===== config.mk =====
export PLATFORM = sky130hd
export DESIGN_NAME = g2b_rr_arbiter
export DESIGN_NICKNAME = d
export VERILOG_FILES = /design/src/rtl/g2b_pkg.sv /design/src/rtl/g2b_rr_pick.sv /design/src/rtl/g2b_rr_arbiter.sv
export SDC_FILE = /design/constraint.sdc
export NUM_CORES = 1
export LEC_CHECK = 0
export BUFFER_PORTS_ARGS = -buffer_cell sky130_fd_sc_hd__buf_4
export CAP_MARGIN = 40
export CORE_MARGIN = 8
export CORE_UTILIZATION = 45
export DETAILED_ROUTE_END_ITERATION = 8
export GPL_TIMING_DRIVEN = 1
export PLACE_DENSITY = 0.83
export SLEW_MARGIN = 15
export SYNTH_ARGS = -nofsm -noshare
export SYNTH_HDL_FRONTEND = slang
export SYNTH_SLANG_ARGS = --single-unit

===== constraint.sdc =====
create_clock -name clk -period 3.1 [get_ports clk]
set_clock_uncertainty 0.05 [all_clocks]
set_input_delay 0.31 -clock clk [delete_from_list [all_inputs] [get_ports clk]]
set_output_delay 0.31 -clock clk [all_outputs]
set_load 0.02 [all_outputs]

===== src/rtl/g2b_pkg.sv =====
// Shared types and helpers for the Gray-to-binary round-robin arbiter.
package g2b_pkg;

  localparam int unsigned MAX_W = 64;
  localparam int unsigned CNT_W = 7;

  typedef enum logic [0:0] {
    IDLE = 1'b0,
    HOLD = 1'b1
  } g2b_state_e;

  // Zero-extended input: upper zeros leave the low bits' conversion unchanged.
  function automatic logic [MAX_W-1:0] gray2bin(input logic [MAX_W-1:0] g);
    logic [MAX_W-1:0] b;
    b = '0;
    b[MAX_W-1] = g[MAX_W-1];
    for (int i = int'(MAX_W) - 2; i >= 0; i--) begin
      b[i] = b[i+1] ^ g[i];
    end
    return b;
  endfunction

  function automatic logic [CNT_W-1:0] popcount(input logic [MAX_W-1:0] v);
    logic [CNT_W-1:0] cnt;
    cnt = '0;
    for (int i = 0; i < int'(MAX_W); i++) begin
      cnt = cnt + CNT_W'(v[i]);
    end
    return cnt;
  endfunction

endpackage


===== src/rtl/g2b_rr_pick.sv =====
// Rotating-priority picker: first set request after last_grant wins.
module g2b_rr_pick #(
  parameter int unsigned N_REQ = 4,
  parameter int unsigned ID_W  = 2
) (
  input  logic [N_REQ-1:0] req,
  input  logic [ID_W-1:0]  last_grant,
  output logic [N_REQ-1:0] grant,
  output logic [ID_W-1:0]  idx,
  output logic             any
);

  always_comb begin
    grant = '0;
    idx   = '0;
    any   = 1'b0;
    for (int unsigned k = 1; k <= N_REQ; k++) begin : scan
      int unsigned j;
      j = (32'(last_grant) + k) % N_REQ;
      if (!any && req[j]) begin
        grant[j] = 1'b1;
        idx      = ID_W'(j);
        any      = 1'b1;
      end
    end
  end

endmodule


===== src/rtl/g2b_rr_arbiter.sv =====
// Round-robin shared Gray-to-binary converter with one registered output stage.
// Optional per-requester adjacency checker enabled by G2B_ADJ_CHK_EN.
module g2b_rr_arbiter
  import g2b_pkg::*;
#(
  parameter int unsigned N_REQ = 4,
  parameter int unsigned WIDTH = 4
) (
  input  logic                   clk,
  input  logic                   rst,
  input  logic [N_REQ-1:0]       req_valid,
  input  logic [N_REQ*WIDTH-1:0] req_gray,
  output logic [N_REQ-1:0]       req_ready,
  output logic                   out_valid,
  input  logic                   out_ready,
  output logic [WIDTH-1:0]       out_binary,
  output logic [$clog2(N_REQ)-1:0] out_id,
  output logic                   out_err
);

  localparam int unsigned ID_W = $clog2(N_REQ);

  g2b_state_e       state, state_n;
  logic [ID_W-1:0]  last_grant, win_idx;
  logic [N_REQ-1:0] grant;
  logic             win_any;
  logic             can_accept_c;
  logic [WIDTH-1:0] sel_gray_c, sel_bin_c;

  // Accept only when the output slot is empty or being drained this cycle.
  assign can_accept_c = !rst && ((state == IDLE) || out_ready);

  g2b_rr_pick #(.N_REQ(N_REQ), .ID_W(ID_W)) u_pick (
    .req       (req_valid & {N_REQ{can_accept_c}}),
    .last_grant(last_grant),
    .grant     (grant),
    .idx       (win_idx),
    .any       (win_any)
  );

  assign req_ready  = grant;
  assign out_valid  = (state == HOLD);
  assign sel_gray_c = req_gray[win_idx*WIDTH +: WIDTH];
  assign sel_bin_c  = WIDTH'(gray2bin(MAX_W'(sel_gray_c)));

  always_ff @(posedge clk or posedge rst) begin
    if (rst) state <= IDLE;
    else     state <= state_n;
  end

  always_comb begin
    state_n = state;
    if (win_any)                           state_n = HOLD;
    else if ((state == HOLD) && out_ready) state_n = IDLE;
  end

  always_ff @(posedge clk or posedge rst) begin
    if (rst) begin
      out_binary <= '0;
      out_id     <= '0;
      last_grant <= ID_W'(N_REQ - 1);
    end else if (win_any) begin
      out_binary <= sel_bin_c;
      out_id     <= win_idx;
      last_grant <= win_idx;
    end
  end

`ifdef G2B_ADJ_CHK_EN
  logic [WIDTH-1:0] hist [N_REQ];
  logic [N_REQ-1:0] seen;
  logic             err_c;

  // More than one bit flipping between consecutive words breaks Gray adjacency.
  assign err_c = seen[win_idx] &&
                 (popcount(MAX_W'(hist[win_idx] ^ sel_gray_c)) > CNT_W'(1));

  always_ff @(posedge clk or posedge rst) begin
    if (rst) begin
      seen    <= '0;
      out_err <= 1'b0;
      for (int i = 0; i < int'(N_REQ); i++) hist[i] <= '0;
    end else if (win_any) begin
      out_err        <= err_c;
      hist[win_idx]  <= sel_gray_c;
      seen[win_idx]  <= 1'b1;
    end
  end
`else
  assign out_err = 1'b0;
`endif

endmodule

==> qor.csv, run 1 <==
metric;value;unit
run status;finished, final reports clean;
clk sink count;9;
antenna violations before repair;0;
fin. max-slew vios;0;
# setup viols final;0;
Worst Hold Class;flop to flop;
1st-pass router iterations;4;
Synth Net Count;147;
first-pass GRT wire length;4.82;mm
GR Util All Layers;13.7;%
Synth Area per Inst;8.80;µm²
area grow syn2layout;39.6;%
GRT overflow;0;
share of the core filled with cells;65.7;%
max-capacitance violation count;0;
Ys Warns;0;
largest net degree at the start of global routing;17;
CP required;3.19;ns
Initial Utilization;47.1;%
drt wl/cell;15.7;µm
Worst Path Arrival;3.14;ns
DIE AREA;0.00405;mm²
TNS Setup;0;ns
Setup WS pre-CTS;0.0641;ns
layout cells sized above 1;42.2;%
maximum vdd drop;0.621;mV
remaining antenna violation count;0;
# DRC;0;
#FFs+latches synth;9;
Total Wirelength;2.96;mm
sequential share of the synthesized area;22.3;%
vias in the first global route;1140;
P per Cell Area;966;mW/mm²
gpl congestion;0.850;
critical-path maximum fanout;5;
ant diodes;0;
DR vias/cell;5.50;
Tmin final;3.05;ns
cell taking the most area after synthesis;dfrtp_1;
top_reg_cell synth;dfrtp_1;
crit start category;flop;
Setup crit end kind;flop;
clock-pin slew on the worst setup and hold paths;0.06;ns
overall via count from detail_route;1039;
Period Utilization, post-route;98.5;%
HPWL after detailed placement;2.27;mm
Horiz. Die Dim;63.6;µm
Die H;63.6;µm
Hold Slack;0.431;ns
Iter 0 DRT Violations;22;
Fin. Hold Viols;0;
layout net count;193;
IO Port Bufs;33;
Clock Latency Late Sink;0.25;ns
H-Tree Depth;1;
Yosys cell types;40;
RSZ-0062 raised after global routing;true;
Async SR Flop Fraction;100;%
Num CTS Buffers;3;
Setup CP Type;flop to flop;
final worst slack;0.0478;ns
row count;17;
Synth top area share;17.2;%
Leakage;0.000690;µW
EDFF count, synth;0;
total core area;0.00217;mm²
root buffer cell;clkbuf_4;
Max Clk Rate;0.328;GHz
maximum clock insertion buffer count;2;
synth top area cells;dfrtp_1 (17%), mux2i_1 (11%), ha_1 (9.8%), dfstp_2 (5.1%), a221o_1 (4.9%);
mapped cell area;0.00102;mm²
gate count after technology mapping;116;
TritonCTS clock tree;built;
# IOs;35;
-- state kept, by name, indices dropped and copies added (netlist names) --
register and cells:
out_id 2, last_grant 2, out_valid 1, out_binary 4
-- worst paths after layout --
check | start | depth (start not counted) | slack (ns) | end
setup reg to reg | last_grant[0]$_DFFE_PP1P_ | 10 | 0.05 | out_binary[1]$_DFFE_PP0P_
hold reg to reg | out_id[1]$_DFFE_PP0P_ | 1 | 0.43 | out_id[1]$_DFFE_PP0P_
hold / removal | out_id[1]$_DFFE_PP0P_ | 1 | 0.43 | out_id[1]$_DFFE_PP0P_
setup / recovery | last_grant[0]$_DFFE_PP1P_ | 10 | 0.05 | out_binary[1]$_DFFE_PP0P_
max in group asynchronous | rst | 3 | 2.21 | last_grant[0]$_DFFE_PP1P_
min in group asynchronous | rst | 3 | 0.52 | out_binary[0]$_DFFE_PP0P_
-- final cells by class --
type / instances / area, µm²
Multi-Input combinational cell: 96 / 757
Fill cell: 186 / 744
Timing Repair Buffer: 48 / 364
Sequential cell: 9 / 228
Tap cell: 28 / 35.0
Clock buffer: 4 / 26.3
Inverter: 4 / 15.0
-- cell usage after synthesis (all sizes together) (4+ instances only) --
cell type / count
mux2i: 12
a21oi: 6
o21ai: 8
nand3: 5
mux2: 4
inv: 4
ha: 8
dfrtp: 7
a221o: 5
nand2: 13
buf: 4
nor2: 7
-- through the flow --
stage / power [µW] / instances / area (µm²)
2_1_floorplan: 913 / 116 / 1020
3_3_place_gp: 1180 / 181 / 1340
3_5_place_dp: 1210 / 181 / 1340
4_1_cts: 1310 / 186 / 1380
5_1_grt: 1470 / 189 / 1430
6_report: 1380 / 189 / 1430
-- layout by cell type (no fill, tap or decap), drive strengths merged --
master,instances
nand2b,2
a221o,5
mux2,4
a21o,2
mux2i,12
nor4,1
or3,2
ha,8
clkbuf,4
dfstp,2
nand3,5
buf,47
nor2b,1
a311oi,1
nor2,7
nor3,3
o21a,1
and3,2
conb,1
dlygate4sd3,1
xor2,2
nand4,1
inv,4
a2111oi,1
xnor2,3
mux4,1
dfrtp,7
or4,1
o21ai,8
a211oi,3
a21oi,6
nand2,13
-- power by group --
group / switching, µW / internal, µW
clock: 40.4 / 49.6
sequential: 43.2 / 179
combinational: 554 / 510
total: 637 / 739
-- worst max-delay path: stages, from the launching register on --
cell,delay (ns)
dfstp_2,0.58
mux4_2,0.52
and3_4,0.22
a221o_1,0.34
a211oi_2,0.21
buf_6,0.18
mux2i_1,0.08
mux2_4,0.29
xor2_2,0.24
xnor2_1,0.15
o21ai_1,0.08
-- routing by layer --
metal  wire length [µm]  global-route usage [%]
met1               1170                    14.1
met2               1630                    26.5
met3                154                    3.71
met4                  5                    2.79
met5                  0                       0
-- kinds of logic after synthesis --
logic type / count (synthesis) / synth area share (%)
other cells: 1 / 0.367
mux: 17 / 19.6
buf+inv: 11 / 6.00
simple gates: 38 / 18.5
flops: 9 / 22.3
fa+ha+maj: 8 / 9.80
compound gates: 27 / 18.4
xor+xnor: 5 / 5.03
-- timing repair --
item / in CTS / in global routing
hold buffers: 1 / 0
hold endpoints to repair: 7 / 0
setup buffers: 0 / 2
endpoints found under the setup margin: 0 / 6
gates resized for setup: 0 / 8
(Power assumes the default switching activity.)
==> run 2, diff against run 1 <==
--- a/config.mk
+++ b/config.mk
@@ -6,13 +6,14 @@
 export NUM_CORES = 1
 export LEC_CHECK = 0
 export BUFFER_PORTS_ARGS = -buffer_cell sky130_fd_sc_hd__buf_4
-export CAP_MARGIN = 40
+export CAP_MARGIN = 10
 export CORE_MARGIN = 8
 export CORE_UTILIZATION = 45
 export DETAILED_ROUTE_END_ITERATION = 8
 export GPL_TIMING_DRIVEN = 1
-export PLACE_DENSITY = 0.83
+export PLACE_DENSITY = 0.76
 export SLEW_MARGIN = 15
 export SYNTH_ARGS = -nofsm -noshare
 export SYNTH_HDL_FRONTEND = slang
 export SYNTH_SLANG_ARGS = --single-unit
+export TNS_END_PERCENT = 20
==> run 2 against run 1 <==
Total power shrank 3.2%; first-iteration DRC count grew 140%; cell area shrank 2.2%; core utilization shrank 1.4 points; sequential share of layout area grew 0.36 points.
==> qor.csv, run 2 (synthesis gave the netlist of run 1 again) <==
metric;value;unit;change
Clock power frac;6.6;%;about the same
Num CTS Buffers;3;;unchanged
Max Clk Rate;0.331;GHz;+1.0%
Die H;63.6;µm;unchanged
RSZ-0062 raised after global routing;true;;
DR vias/cell;5.43;;-1.3%
crit start category;flop;;
Iter 0 DRT Violations;52;;+140%
first-pass GRT wire length;4.76;mm;-1.1%
Initial Utilization;47.1;%;unchanged
share of power burned in registers;16.7;%;+0.5 points
fill count;214;;+15%
H-Tree Depth;1;;unchanged
Leakage;0.000673;µW;-2.5%
remaining antenna violation count;0;;unchanged
area grow syn2layout;36.5;%;
P per Cell Area;956;mW/mm²;-1.0%
run status;finished, final reports clean;;
biggest regs;out_binary (4), last_grant (2), out_id (2);;
Power Total;1330;µW;-3.2%
IO Port Bufs;33;;unchanged
critical-path maximum fanout;9;;+4
maximum clock insertion buffer count;2;;unchanged
GR Util met3;4.24;%;+0.53 points
multi-input logic area;753;µm²;-0.50%
1st-pass router iterations;4;;unchanged
row count;17;;unchanged
P_int;717;µW;-3.0%
placed cell count;180;;-0.55%
maximum vdd drop;0.583;mV;-6.1%
root buffer cell;clkbuf_4;;
GR Util All Layers;13.7;%;+0.015 points
Worst Hold Class;flop to flop;;
gpl congestion;0.833;;-2.0%
HPWL after detailed placement;2.17;mm;-4.4%
area occupied by registers;228;µm²;unchanged
most frequent cells in the layout;buf_4 (42), nand2_1 (13), mux2i_1 (9), ha_1 (8);;
vias in the first global route;1081;;-5.2%
total core area;0.00217;mm²;unchanged
R2R cell count;10;;unchanged
Setup crit end kind;flop;;
Post-CTS Repair Setup Buffers;0;;unchanged
Slowest cell on crit path;dfstp_2;;
clock-pin slew on the worst setup and hold paths;0.06;ns;about the same
GRT overflow;0;;unchanged
Largest Register;out_binary;;
drt wl/cell;14.4;µm;-7.9%
Worst Hold Path Cells;2;;+1
Horiz. Die Dim;63.6;µm;unchanged
commonest non-fill, non-tap cell in the layout;buf_4;;
CP max stage delay;0.56;ns;-0.02 ns
Comb pwr share;76.7;%;-0.6 points
Tmin final;3.02;ns;-0.0303 ns
# IOs;35;;unchanged
non-filler cells in the finished layout;185;;-2.1%
max reg flops;4;;unchanged
# setup viols final;0;;unchanged
Period Utilization, post-route;97.5;%;-0.98 points
met2 Track Usage GR;24.0;%;-2.5 points
Clock Latency Late Sink;0.26;ns;about the same
antenna violations before repair;0;;unchanged
layout cells sized above 1;40.1;%;-2.1 points
overall via count from detail_route;1004;;-3.4%
largest net degree at the start of global routing;17;;unchanged
Worst Path Arrival;3.12;ns;-0.02 ns
switch share;46.2;%;-0.11 points
fin. max-slew vios;0;;unchanged
Fin. Hold Viols;0;;unchanged
layer with the highest usage;met2;;
TritonCTS clock tree;built;;
cells along the critical path;mux4_2, and3_4, a221o_1, a211oi_2, buf_6, mux2i_1, mux2_4, xor2_2, xnor2_1, o21ai_1;;
CP required;3.20;ns;about the same
DIE AREA;0.00405;mm²;unchanged
Total Wirelength;2.67;mm;-9.8%
ant diodes;0;;unchanged
clk sink count;9;;unchanged
max-capacitance violation count;0;;unchanged
layout net count;189;;-2.1%
Setup CP Type;flop to flop;;
Psw;615;µW;-3.4%
GR met1 Demand/Resource;15.7;%;+1.7 points
# DRC;0;;unchanged
-- run 2: cell types whose count changed in the layout (fill, tap and decap cells not counted) --
cell       previous run  this run
mux2i_1               8         9
buf_2                 1         0
a2111oi_2             0         1
mux2_4                2         1
mux2_2                2         3
a2111oi_0             1         0
buf_4                45        42
mux2i_2               3         2
ha_2                  1         0
ha_1                  7         8
-- run 2: critical path, delay by kind of cell (launching register included) --
| kind | cells | cell delay, ns |
|---|---|---|
| XOR/XNOR | 2 | 0.39 |
| flip-flops | 1 | 0.56 |
| AND/OR/NAND/NOR | 1 | 0.23 |
| multiplexers | 3 | 0.89 |
| buffers and inverters | 1 | 0.19 |
| AO/OA/AOI/OAI | 3 | 0.58 |
-- run 2: stage by stage --
stage,setup WS (ns),cell area [µm²],setup TNS [ns],util (%),hold WS (ns)
5_1_grt,-0.0530,1390,-0.0995,64.2,0.461
3_5_place_dp,0.0629,1330,0,61.4,0.240
4_1_cts,0.0334,1370,0,63.1,0.436
2_1_floorplan,0.0116,1020,0,-,0.0672
3_3_place_gp,0.155,1330,0,61.4,0.235
6_report,0.0782,1390,0,64.2,0.432
-- run 2: worst paths after layout --
path                                           start                         to  slack [ns]
min in group asynchronous                        rst  out_binary[1]$_DFFE_PP0P_        0.52
hold reg to reg            out_binary[2]$_DFFE_PP0P_  out_binary[2]$_DFFE_PP0P_        0.43
setup reg to reg           last_grant[0]$_DFFE_PP1P_  out_binary[0]$_DFFE_PP0P_        0.08
hold / removal             out_binary[2]$_DFFE_PP0P_  out_binary[2]$_DFFE_PP0P_        0.43
max in group asynchronous                        rst  last_grant[1]$_DFFE_PP1P_        2.20
setup / recovery           last_grant[0]$_DFFE_PP1P_  out_binary[0]$_DFFE_PP0P_        0.08
-- run 2: power groups by stage --
stage | sequential, µW | clock, µW | combinational (µW)
finish | 222 | 87.7 | 1020
global route | 231 | 97.5 | 1110
CTS | 222 | 90.9 | 994
detailed placement | 224 | 0 | 988
global placement | 221 | 0 | 967
floorplan | 271 | 0 | 642
-- run 2: timing repair --
action | 4_1_cts | 5_1_grt
hold endpoints to repair | 7 | 0
setup endpoints to repair | 0 | 6
gates resized for setup | 0 | 7
hold buffers | 1 | 0
-- run 2: layer usage --
layer  vias to the layer above  routed length [µm]
li1                        505                   -
met1                       461                1160
met2                        36                1310
met3                         2                 195
met4                         0                   8
met5                         -                   0
-- run 2: final cells by class --
cell class                      count  area share [%]
Tap cell                           28            2.51
Timing Repair Buffer               44            24.1
Inverter                            4            1.08
Sequential cell                     9            16.3
Multi-Input combinational cell     96            54.0
Clock buffer                        4            1.89
==> run 3, diff against run 2 <==
--- a/config.mk
+++ b/config.mk
@@ -10,7 +10,9 @@
 export CORE_MARGIN = 8
 export CORE_UTILIZATION = 45
 export DETAILED_ROUTE_END_ITERATION = 8
+export GPL_ROUTABILITY_DRIVEN = 0
 export GPL_TIMING_DRIVEN = 1
+export MAX_ROUTING_LAYER = met4
 export PLACE_DENSITY = 0.76
 export SLEW_MARGIN = 15
 export SYNTH_ARGS = -nofsm -noshare
==> run 3 against run 2 <==
Critical path depth unchanged; die area unchanged; combinational power about the same; largest power group unchanged; highest routed layer is now met3.
==> qor.csv, run 3 (synthesis gave the netlist of run 1 again) <==
metric;value;unit;change
GRT overflow;0;;unchanged
RR Startpoint;last_grant[0]$_DFFE_PP1P_;;
critical-path maximum fanout;9;;unchanged
DR WL met3;151;µm;-23%
area grow syn2layout;35.2;%;
Worst Path Arrival;3.17;ns;+0.05 ns
layout cells sized above 1;38.6;%;-1.5 points
maximum clock insertion buffer count;2;;unchanged
Iter 0 DRT Violations;28;;-46%
overall via count from detail_route;1058;;+5.4%
antenna violations before repair;0;;unchanged
Largest Register;out_binary;;
most frequent cells in the layout;buf_4 (44), nand2_1 (13), mux2i_1 (11), ha_1 (8);;
# setup viols final;0;;unchanged
clock-pin slew on the worst setup and hold paths;0.06;ns;about the same
CP max stage delay;0.59;ns;+0.03 ns
Max Clk Rate;0.326;GHz;-1.6%
crit start category;flop;;
DIE AREA;0.00405;mm²;unchanged
clk sink count;9;;unchanged
Post-CTS Repair Setup Buffers;0;;unchanged
Metal-1 WL;1.21;mm;+4.5%
hold_sp;out_ready;;
max reg flops;4;;unchanged
Slowest cell on crit path;dfstp_2;;
non-filler cells in the finished layout;186;;+0.54%
CP required;3.20;ns;about the same
commonest non-fill, non-tap cell in the layout;buf_4;;
Tmin final;3.07;ns;+0.0477 ns
fin. max-slew vios;0;;unchanged
Hold Slack;0.442;ns;+0.00996 ns
biggest regs;out_binary (4), last_grant (2), out_id (2);;
HPWL after detailed placement;2.21;mm;+1.9%
Horiz. Die Dim;63.6;µm;unchanged
Total Wirelength;2.73;mm;+2.2%
Worst Hold Class;input pin to flop;;
total core area;0.00217;mm²;unchanged
top sig layer;met3;;
root buffer cell;clkbuf_4;;
RSZ-0062 raised after global routing;true;;
remaining antenna violation count;0;;unchanged
placed cell count;181;;+0.56%
Clock Latency Late Sink;0.27;ns;about the same
Period Utilization, post-route;99.0;%;+1.5 points
row count;17;;unchanged
IO Port Bufs;33;;unchanged
Fin. Hold Viols;0;;unchanged
1st-pass router iterations;4;;unchanged
GR Util All Layers;14.2;%;+0.48 points
Die H;63.6;µm;unchanged
layout net count;190;;+0.53%
# IOs;35;;unchanged
run status;finished, final reports clean;;
Setup CP Type;flop to flop;;
Worst Setup SP;last_grant[0]$_DFFE_PP1P_;;
Num CTS Buffers;3;;unchanged
maximum vdd drop;0.515;mV;-12%
Setup crit end kind;flop;;
ant diodes;0;;unchanged
vias in the first global route;1054;;-2.5%
drt wl/cell;14.7;µm;+1.6%
P per Cell Area;958;mW/mm²;+0.17%
DR vias/cell;5.69;;+4.8%
max-capacitance violation count;0;;unchanged
# DRC;0;;unchanged
length of routed met2 wiring;1.36;mm;+4.4%
largest net degree at the start of global routing;17;;unchanged
first-pass GRT wire length;4.76;mm;unchanged
Leakage;0.000678;µW;+0.75%
TritonCTS clock tree;built;;
cells along the critical path;mux4_2, and3_4, a221o_1, a211oi_2, buf_4, mux2i_1, mux2_2, xor2_2, xnor2_1, o21ai_1;;
H-Tree Depth;1;;unchanged
Initial Utilization;47.1;%;unchanged
run 3: changes by cell type in the layout (fill, tap and decap cells not counted), sizes merged:
cell / before / now
buf: 43 / 44
run 3: final timing paths:
check                                       endpoint  depth (start not counted)  slack (ns)
setup / recovery           out_binary[0]$_DFFE_PP0P_                         10        0.03
hold / removal                 out_valid$_DFFE_PP0P_                          3        0.44
setup reg to reg           out_binary[0]$_DFFE_PP0P_                         10        0.03
hold reg to reg            out_binary[2]$_DFFE_PP0P_                          2        0.44
max in group asynchronous  last_grant[0]$_DFFE_PP1P_                          3        2.21
min in group asynchronous      out_valid$_DFFE_PP0P_                          3        0.51
run 3: layout make-up:
class | count | area (µm²)
inverter | 4 | 15.0
clock buffer | 4 | 26.3
tap | 28 | 35.0
timing repair buffer | 45 | 340
multi-input combinational | 96 | 736
fill | 190 | 790
sequential | 9 | 228
run 3: metrics by stage:
step	total power, µW	setup WS [ns]	util (%)	TNS, ns	cell area (µm²)
global placement	1190	0.134	61.8	0	1340
floorplan	913	0.0116	-	0	1020
finish	1320	0.0305	63.6	0	1380
detailed placement	1220	0.0320	61.8	0	1340
CTS	1320	0.0224	63.4	0	1380
global route	1430	-0.145	63.6	-0.356	1380
run 3: layer usage:
metal  track usage, %  vias up
met5                -        -
met4             1.95        0
met3             2.83        0
met2             24.2       52
met1             17.1      501
li1                 -      505
run 3: power breakdown:
| part | switching [µW] | leakage, µW | internal, µW |
|---|---|---|---|
| logic | 519 | 0.000558 | 474 |
| clock network | 44.1 | 0.0000150 | 49.8 |
| registers | 54.9 | 0.000105 | 180 |
| total | 618 | 0.000678 | 703 |
run 3: timing repair:
item                                    CTS  global route
endpoints found under the setup margin    0             7
endpoints found under the hold margin     7             0
hold buffers                              1             0
gates resized for setup                   0             1
run 3: critical path, delay by kind of cell (launching register included):
family / cells / cell delay, ns
and+or+nand+nor: 1 / 0.23
muxes: 3 / 0.92
AOI/OAI and AO/OA: 3 / 0.54
DFF: 1 / 0.59
xor gates and xnor gates: 2 / 0.37
buffers and inverters: 1 / 0.22
